## src/rtl/mem_arbiter_pkg.sv

```systemverilog
// Shared bus types, arbiter state encoding and payload mapping helpers
// for the ibus/dbus to cbus memory arbiter.
package mem_arbiter_pkg;

  localparam logic [2:0] SIZE_WORD = 3'b010;

  typedef struct packed {
    logic        valid;
    logic [31:0] addr;
  } ibus_req_t;

  typedef struct packed {
    logic        addr_ok;
    logic        data_ok;
    logic [31:0] data;
  } ibus_resp_t;

  typedef struct packed {
    logic        valid;
    logic [31:0] addr;
    logic [2:0]  size;
    logic [3:0]  strobe;
    logic [31:0] data;
  } dbus_req_t;

  typedef struct packed {
    logic        addr_ok;
    logic        data_ok;
    logic [31:0] data;
  } dbus_resp_t;

  typedef struct packed {
    logic        valid;
    logic        is_write;
    logic [31:0] addr;
    logic [2:0]  size;
    logic [3:0]  strobe;
    logic [31:0] data;
  } cbus_req_t;

  typedef struct packed {
    logic        addr_ok;
    logic        data_ok;
    logic [31:0] data;
  } cbus_resp_t;

  typedef enum logic [2:0] {
    IDLE,
    I_ADDR,
    D_ADDR,
    I_DATA,
    D_DATA
  } arb_state_t;

  // Instruction fetches are always full-word reads.
  function automatic cbus_req_t ibus_to_cbus(input ibus_req_t r);
    cbus_req_t c;
    c          = '0;
    c.valid    = r.valid;
    c.is_write = 1'b0;
    c.addr     = r.addr;
    c.size     = SIZE_WORD;
    return c;
  endfunction

  function automatic cbus_req_t dbus_to_cbus(input dbus_req_t r);
    cbus_req_t c;
    c.valid    = r.valid;
    c.is_write = |r.strobe;
    c.addr     = r.addr;
    c.size     = r.size;
    c.strobe   = r.strobe;
    c.data     = r.data;
    return c;
  endfunction

endpackage

```

## src/rtl/mem_arbiter.sv

```systemverilog
// Shares one cbus port between ibus and dbus: one outstanding transaction,
// dbus priority, ibus starvation bounded by MAX_D_STREAK consecutive dbus grants.
module mem_arbiter
  import mem_arbiter_pkg::*;
#(
  parameter int MAX_D_STREAK = 4,
  localparam int STREAK_W = ($clog2(MAX_D_STREAK + 1) < 3) ? 3 : $clog2(MAX_D_STREAK + 1)
) (
  input  logic                clk,
  input  logic                resetn,
  input  ibus_req_t           ireq,
  output ibus_resp_t          iresp,
  input  dbus_req_t           dreq,
  output dbus_resp_t          dresp,
  output cbus_req_t           creq,
  input  cbus_resp_t          cresp,
  output arb_state_t          dbg_state_o,
  output logic [STREAK_W-1:0] dbg_streak_o
);

  // Handshake: a requester holds valid and payload stable until it sees
  // addr_ok; data_ok follows addr_ok by zero or more cycles and is routed
  // only to the owner. The non-owner always sees addr_ok = data_ok = 0.

  localparam logic [STREAK_W-1:0] STREAK_MAX = STREAK_W'(MAX_D_STREAK);

  arb_state_t          state_q, state_d;
  logic [STREAK_W-1:0] streak_q, streak_d;
  logic                grant_i, grant_d;

  always_ff @(posedge clk) begin
    if (!resetn) begin
      state_q  <= IDLE;
      streak_q <= '0;
    end else begin
      state_q  <= state_d;
      streak_q <= streak_d;
    end
  end

  always_comb begin
    state_d  = state_q;
    streak_d = streak_q;
    grant_i  = 1'b0;
    grant_d  = 1'b0;
    creq     = '0;
    iresp    = '0;
    dresp    = '0;

    case (state_q)
      IDLE: begin
        if (dreq.valid && !(ireq.valid && streak_q >= STREAK_MAX)) grant_d = 1'b1;
        else if (ireq.valid)                                       grant_i = 1'b1;
      end
      I_ADDR: grant_i = 1'b1;
      D_ADDR: grant_d = 1'b1;
      I_DATA: begin
        if (cresp.data_ok) begin
          iresp.data_ok = 1'b1;
          iresp.data    = cresp.data;
          state_d       = IDLE;
        end
      end
      D_DATA: begin
        if (cresp.data_ok) begin
          dresp.data_ok = 1'b1;
          dresp.data    = cresp.data;
          state_d       = IDLE;
        end
      end
      default: state_d = IDLE;
    endcase

    // Owner stays locked on cbus until the memory accepts the address.
    if (grant_i) begin
      creq = ibus_to_cbus(ireq);
      if (cresp.addr_ok) begin
        iresp.addr_ok = 1'b1;
        streak_d      = '0;
        if (cresp.data_ok) begin
          iresp.data_ok = 1'b1;
          iresp.data    = cresp.data;
          state_d       = IDLE;
        end else begin
          state_d = I_DATA;
        end
      end else begin
        state_d = I_ADDR;
      end
    end

    if (grant_d) begin
      creq = dbus_to_cbus(dreq);
      if (cresp.addr_ok) begin
        dresp.addr_ok = 1'b1;
        if (!ireq.valid)                streak_d = '0;
        else if (streak_q < STREAK_MAX) streak_d = streak_q + 1'b1;
        if (cresp.data_ok) begin
          dresp.data_ok = 1'b1;
          dresp.data    = cresp.data;
          state_d       = IDLE;
        end else begin
          state_d = D_DATA;
        end
      end else begin
        state_d = D_ADDR;
      end
    end
  end

  assign dbg_state_o  = state_q;
  assign dbg_streak_o = streak_q;

endmodule

```

## config.mk

```make
export PLATFORM = sky130hd
export DESIGN_NAME = mem_arbiter
export DESIGN_NICKNAME = d
export VERILOG_FILES = /design/src/rtl/mem_arbiter_pkg.sv /design/src/rtl/mem_arbiter.sv
export SDC_FILE = /design/constraint.sdc
export NUM_CORES = 1
export LEC_CHECK = 0
export CORE_AREA = 5 5 108 110
export CTS_BUF_LIST = sky130_fd_sc_hd__clkbuf_4 sky130_fd_sc_hd__clkbuf_8
export DETAILED_ROUTE_END_ITERATION = 7
export DIE_AREA = 0 0 113 115
export GPL_TIMING_DRIVEN = 0
export PLACE_DENSITY = 0.73
export SLEW_MARGIN = 25
export SYNTH_ARGS = -nofsm -noshare
export SYNTH_HDL_FRONTEND = slang
export SYNTH_SLANG_ARGS = --single-unit
```

## constraint.sdc

```tcl
create_clock -name clk -period 3.76 [get_ports clk]
set_input_delay 0.564 -clock clk [delete_from_list [all_inputs] [get_ports clk]]
set_output_delay 0.564 -clock clk [all_outputs]
set_load 0.01 [all_outputs]
```

# Yosys cells after proc, flatten, opt, wreduce, memory -nomap -nowiden
# Index checks and enable logic that the tools add are counted.
[classes]
n_addsub = 1
order_cmp = 2
eq_ne = 6
muxes = 30
reduce_logical = 8
[op_table]
columns = ["operator", "n"]
rows = [
  ["33-bit two-way mux", 5],
  ["73-bit two-way mux", 2],
  ["34-bit two-way mux", 4],
  ["3-bit two-way mux", 12],
  ["3-bit by 2-bit equality test with 1-bit output, second input constant", 2],
  ["3-bit one-hot mux with 2 select lines", 1],
  ["4-bit by 1-bit inequality test with 1-bit output, second input constant", 1],
  ["1-bit one-hot mux with 2 select lines", 2],
  ["4-bit OR reduction", 1],
  ["3-bit by 1-bit adder with 3-bit output, second input constant", 1],
  ["3-bit by 1-bit equality test with 1-bit output, second input constant", 1],
  ["3-bit equality test, second input constant", 1],
  ["3-bit >= comparator, second input constant", 1],
  ["3-bit logical NOT", 1],
  ["3-bit less-than comparator, second input constant", 1],
  ["1-bit two-way mux", 3],
  ["3-bit by 1-bit inequality test with 1-bit output, second input constant", 1],
  ["3-bit OR reduction", 1],
  ["1-bit logical AND", 2],
  ["2-bit two-way mux", 1],
  ["2-bit AND reduction", 1],
  ["2-bit OR reduction", 1],
  ["1-bit logical NOT", 1],
]
[totals]
regBits = 6
inputBits = 141
output_inout_bits = 147
word_cells = 49

# Depth between registers and ports, before layout
[logic_depth]
word_depth = 11
depth_mapped = 7
ltp_nobuf = 4

# Worst setup path after synthesis
# Ideal clock, no wire load.
[synth_path]
path_type = "input -> output"
from = "in cresp[33] (netlist bit)"
to = "out iresp[0] (netlist bit)"
arrival_ps = 1626
required_ps = 3196
slack_ps = 1570
path_stages = 5
path_buffers = 2
path_cell_list = "clkbuf_1 > nor2_1 > nor4b_4 > clkbuf_1 > and2_1"
[synth_lines]
columns = ["item", "line", "rtl"]
rows = [
  ["start: declaration", "mem_arbiter.sv:16", "input cbus_resp_t cresp,"],
  ["end: declaration", "mem_arbiter.sv:12", "output ibus_resp_t iresp,"],
]

==> flow_summary.yaml <==
outcome:
  status: "finished clean"
layout:
  multiInputGateArea_sq_mm: 0.00124
  final_area_sq_mm: 0.00457
  num_antenna_cells: 0
  fillers: 1034
  instances_no_fill: 643
  syn_to_final_growth_pct: 206
  drive_gt1_share_pct: 3.78
  final_nets: 647
  seq_area_sq_um: 120
clock_tree:
  h-tree-depth: 1
  cts_tree: "done"
  cts-hold-fix-buffers: 0
  cts_resized: 0
  clockBufferDepth: 2
  cts_setup_buffers: 0
  cts-root-buf: "clkbuf_8"
  cts_sinks: 6
  tritoncts.num_buffers: 3
  clkTransAtPathRegs_ns: 0.04
  clock_latency_ns: 0.22
route:
  vias_per_cell: 4.17
  postRouteAntennaNets: 0
  wire_per_inst_um: 16.4
  vias: 2679
  drc: 0
  drtIter0Drc: 65
  drt_first_pass_iters: 6
  routed_wl_mm: 10.5
timing:
  period_share_pct: 93.4
  fmax_mhz: 285
  worst_slew_pin_slew_ns: 0.426
  clock_skew_ns: 0.00221
  slew_headroom_pct: 71.5
  tns_ns: 0
  setup_viol: 0
  worst_slack_ns: 0.247
  whs_ns: 0.570
  rsz0062_at_grt: "false"
  timing_max_transition_violations_final: 0
  finalHoldViolations: 0
  period_minus_slack_ns: 3.51
placement:
  gp_congestion: 0.933
  post-place-ws_ns: 0.232
  place_area_sq_mm: 0.00453
  place_inst: 640
  io_buffers: 286
  dp_hpwl_mm: 9.28
synthesis:
  seq_area_frac_synth_pct: 8.03
  syn_area_sq_mm: 0.00150
  syn-num-nets: 356
  ys_ff_latch: 6
  yosys.area.top_type_share_pct: 42.7
  synth_area_leaders: "and2_1 (43%), a22o_1 (19%), dfxtp_1 (8.0%)"
  yosysUniqueCellTypes: 33
  ys.flop_type: "dfxtp_1"
  synth_area_leader_cell: "and2_1"
  ys_top_cells_by_count: "and2_1 (102), a22o_1 (33), clkbuf_1 (12)"
  synth_edf_count: 0
  synthCells: 214
  synth.most_common_cell: "and2_1"
  async_flop_share_pct: 0
  synth.avg_cell_area_sq_um: 6.99
  yosys_warnings: 0
power:
  leakagePower_nw: 1.74
  p_switching_mw: 0.284
  pwr-share-comb_pct: 79.6
  ir_drop_uv: 122
  p_int_mw: 0.545
  powerDensity_mw_per_mm2: 181
  p_clk_share_pct: 11.9
  switching_share_pct: 34.3
  seqPwrFrac_pct: 8.5
floorplan:
  start_util_pct: 14.1
  die_y_um: 115
  core_area_sq_mm: 0.0106
  row_count: 38
  die_x_um: 113
  io_pins: 288
  die_area_sq_mm: 0.0130
worst_hold_path:
  hold_class: "register to register"
critical_path:
  cp-end-kind: "output port"
  startpoint: "ireq[32]"
  rr_worst_depth: 4
  cp_max_fo: 10
  rrSetupSlack_ns: 2.14
  critPathKind: "input pin to output port"
  startpoint_type: "input pin"
  r2r-end: "dbg_streak_o[0]$_SDFF_PN0_"
  crit_end: "iresp[10]"
  rr_startpoint: "dbg_state_o[1]$_SDFFE_PN0P_"
  required_ns: 3.20
  arrival_ns: 2.95
global_route:
  grt_first_pass_wirelength_mm: 15.2
  antenna_found_initial: 0
  grt_max_degree: 11
  gr-total-overflow: 0
  grt_pass1_vias: 2839
  grt.total_usage_pct: 14.6
flow_run:
  maxCapViolCount: 0
[power groups by stage]
stage | Combinational, mW | Clock [mW] | Sequential, mW
finish | 0.660 | 0.0987 | 0.0703
global route | 0.707 | 0.105 | 0.0708
CTS | 0.670 | 0.102 | 0.0704
detailed placement | 0.663 | 0 | 0.0713
global placement | 0.661 | 0 | 0.0711
floorplan | 0.232 | 0 | 0.0720
[critical path, stage by stage]
cell and delay [ns]:
clkdlybuf4s50_1 0.49, buf_2 0.21, a31oi_1 0.16, nor4b_4 0.42, clkbuf_1 0.36, and2_1 0.19
clkdlybuf4s50_1 0.54
[cell type report]
class                      count  share of cell area [%]
buffer                        23                    2.46
inverter                       5                   0.410
timing repair buffer         286                    62.6
clock buffer                   3                   0.903
multi-input combinational    180                    27.2
sequential                     6                    2.63
tap                          140                    3.83
[flip-flops by register name, indices dropped and copies added, names as in the netlist]
name	count
dbg_state_o	3
dbg_streak_o	3
[how the worst min path moves through the flow]
| stage | startpoint | endpoint | slack, ns | cells after the start |
|---|---|---|---|---|
| after floorplan | dbg_streak_o[0]$_SDFF_PN0_ | dbg_streak_o[0]$_SDFF_PN0_ | 0.56 | 2 |
| after global placement | dbg_streak_o[0]$_SDFF_PN0_ | dbg_streak_o[0]$_SDFF_PN0_ | 0.55 | 2 |
| after detailed placement | dbg_streak_o[0]$_SDFF_PN0_ | dbg_streak_o[0]$_SDFF_PN0_ | 0.57 | 2 |
| after CTS | dbg_streak_o[0]$_SDFF_PN0_ | dbg_streak_o[0]$_SDFF_PN0_ | 0.58 | 2 |
| after global routing | dbg_streak_o[0]$_SDFF_PN0_ | dbg_streak_o[0]$_SDFF_PN0_ | 0.60 | 2 |
| final | dbg_streak_o[0]$_SDFF_PN0_ | dbg_streak_o[0]$_SDFF_PN0_ | 0.57 | 2 |
[logic make-up (layout without fill, tap and decap cells)]
logic type / count (synthesis) / after routing / synth area share [%]
adders and majority gates: 1 / 1 / 0.837
DFF: 6 / 6 / 8.03
and+or+nand+nor: 125 / 125 / 51.3
AOI/OAI and AO/OA: 54 / 54 / 31.0
buffers and inverters: 28 / 317 / 8.79
[cells in the final DEF (no fill, tap or decap), types with 2 or more instances in the layout]
cell | Yosys | final
clkdlybuf4s50_1 | 0 | 286
a22o_1 | 33 | 33
a21oi_1 | 2 | 2
buf_6 | 2 | 2
inv_1 | 5 | 5
dfxtp_1 | 6 | 6
nor2_1 | 9 | 9
buf_2 | 9 | 9
a31oi_1 | 2 | 2
o21a_1 | 2 | 2
a21boi_2 | 2 | 2
nand2_1 | 7 | 7
o211ai_1 | 2 | 2
clkbuf_1 | 12 | 12
and2_1 | 102 | 102
clkbuf_8 | 0 | 3
[through the flow]
stage | power (mW) | util, %
after CTS | 0.842 | 43.1
after global placement | 0.732 | 42.8
after detailed placement | 0.734 | 42.8
after floorplan | 0.304 | -
after global routing | 0.883 | 43.1
final | 0.829 | 43.1
[metal layers]
metal  vias up  global-route usage (%)  share of wire (%)
met5         -                       0                  0
met4         0                   0.962               0.46
li1       1317                       -                  -
met1      1179                    15.0                 36
met2       179                    28.1                 50
met3         4                    7.00                 13
Power figures use the tool's default switching activity.
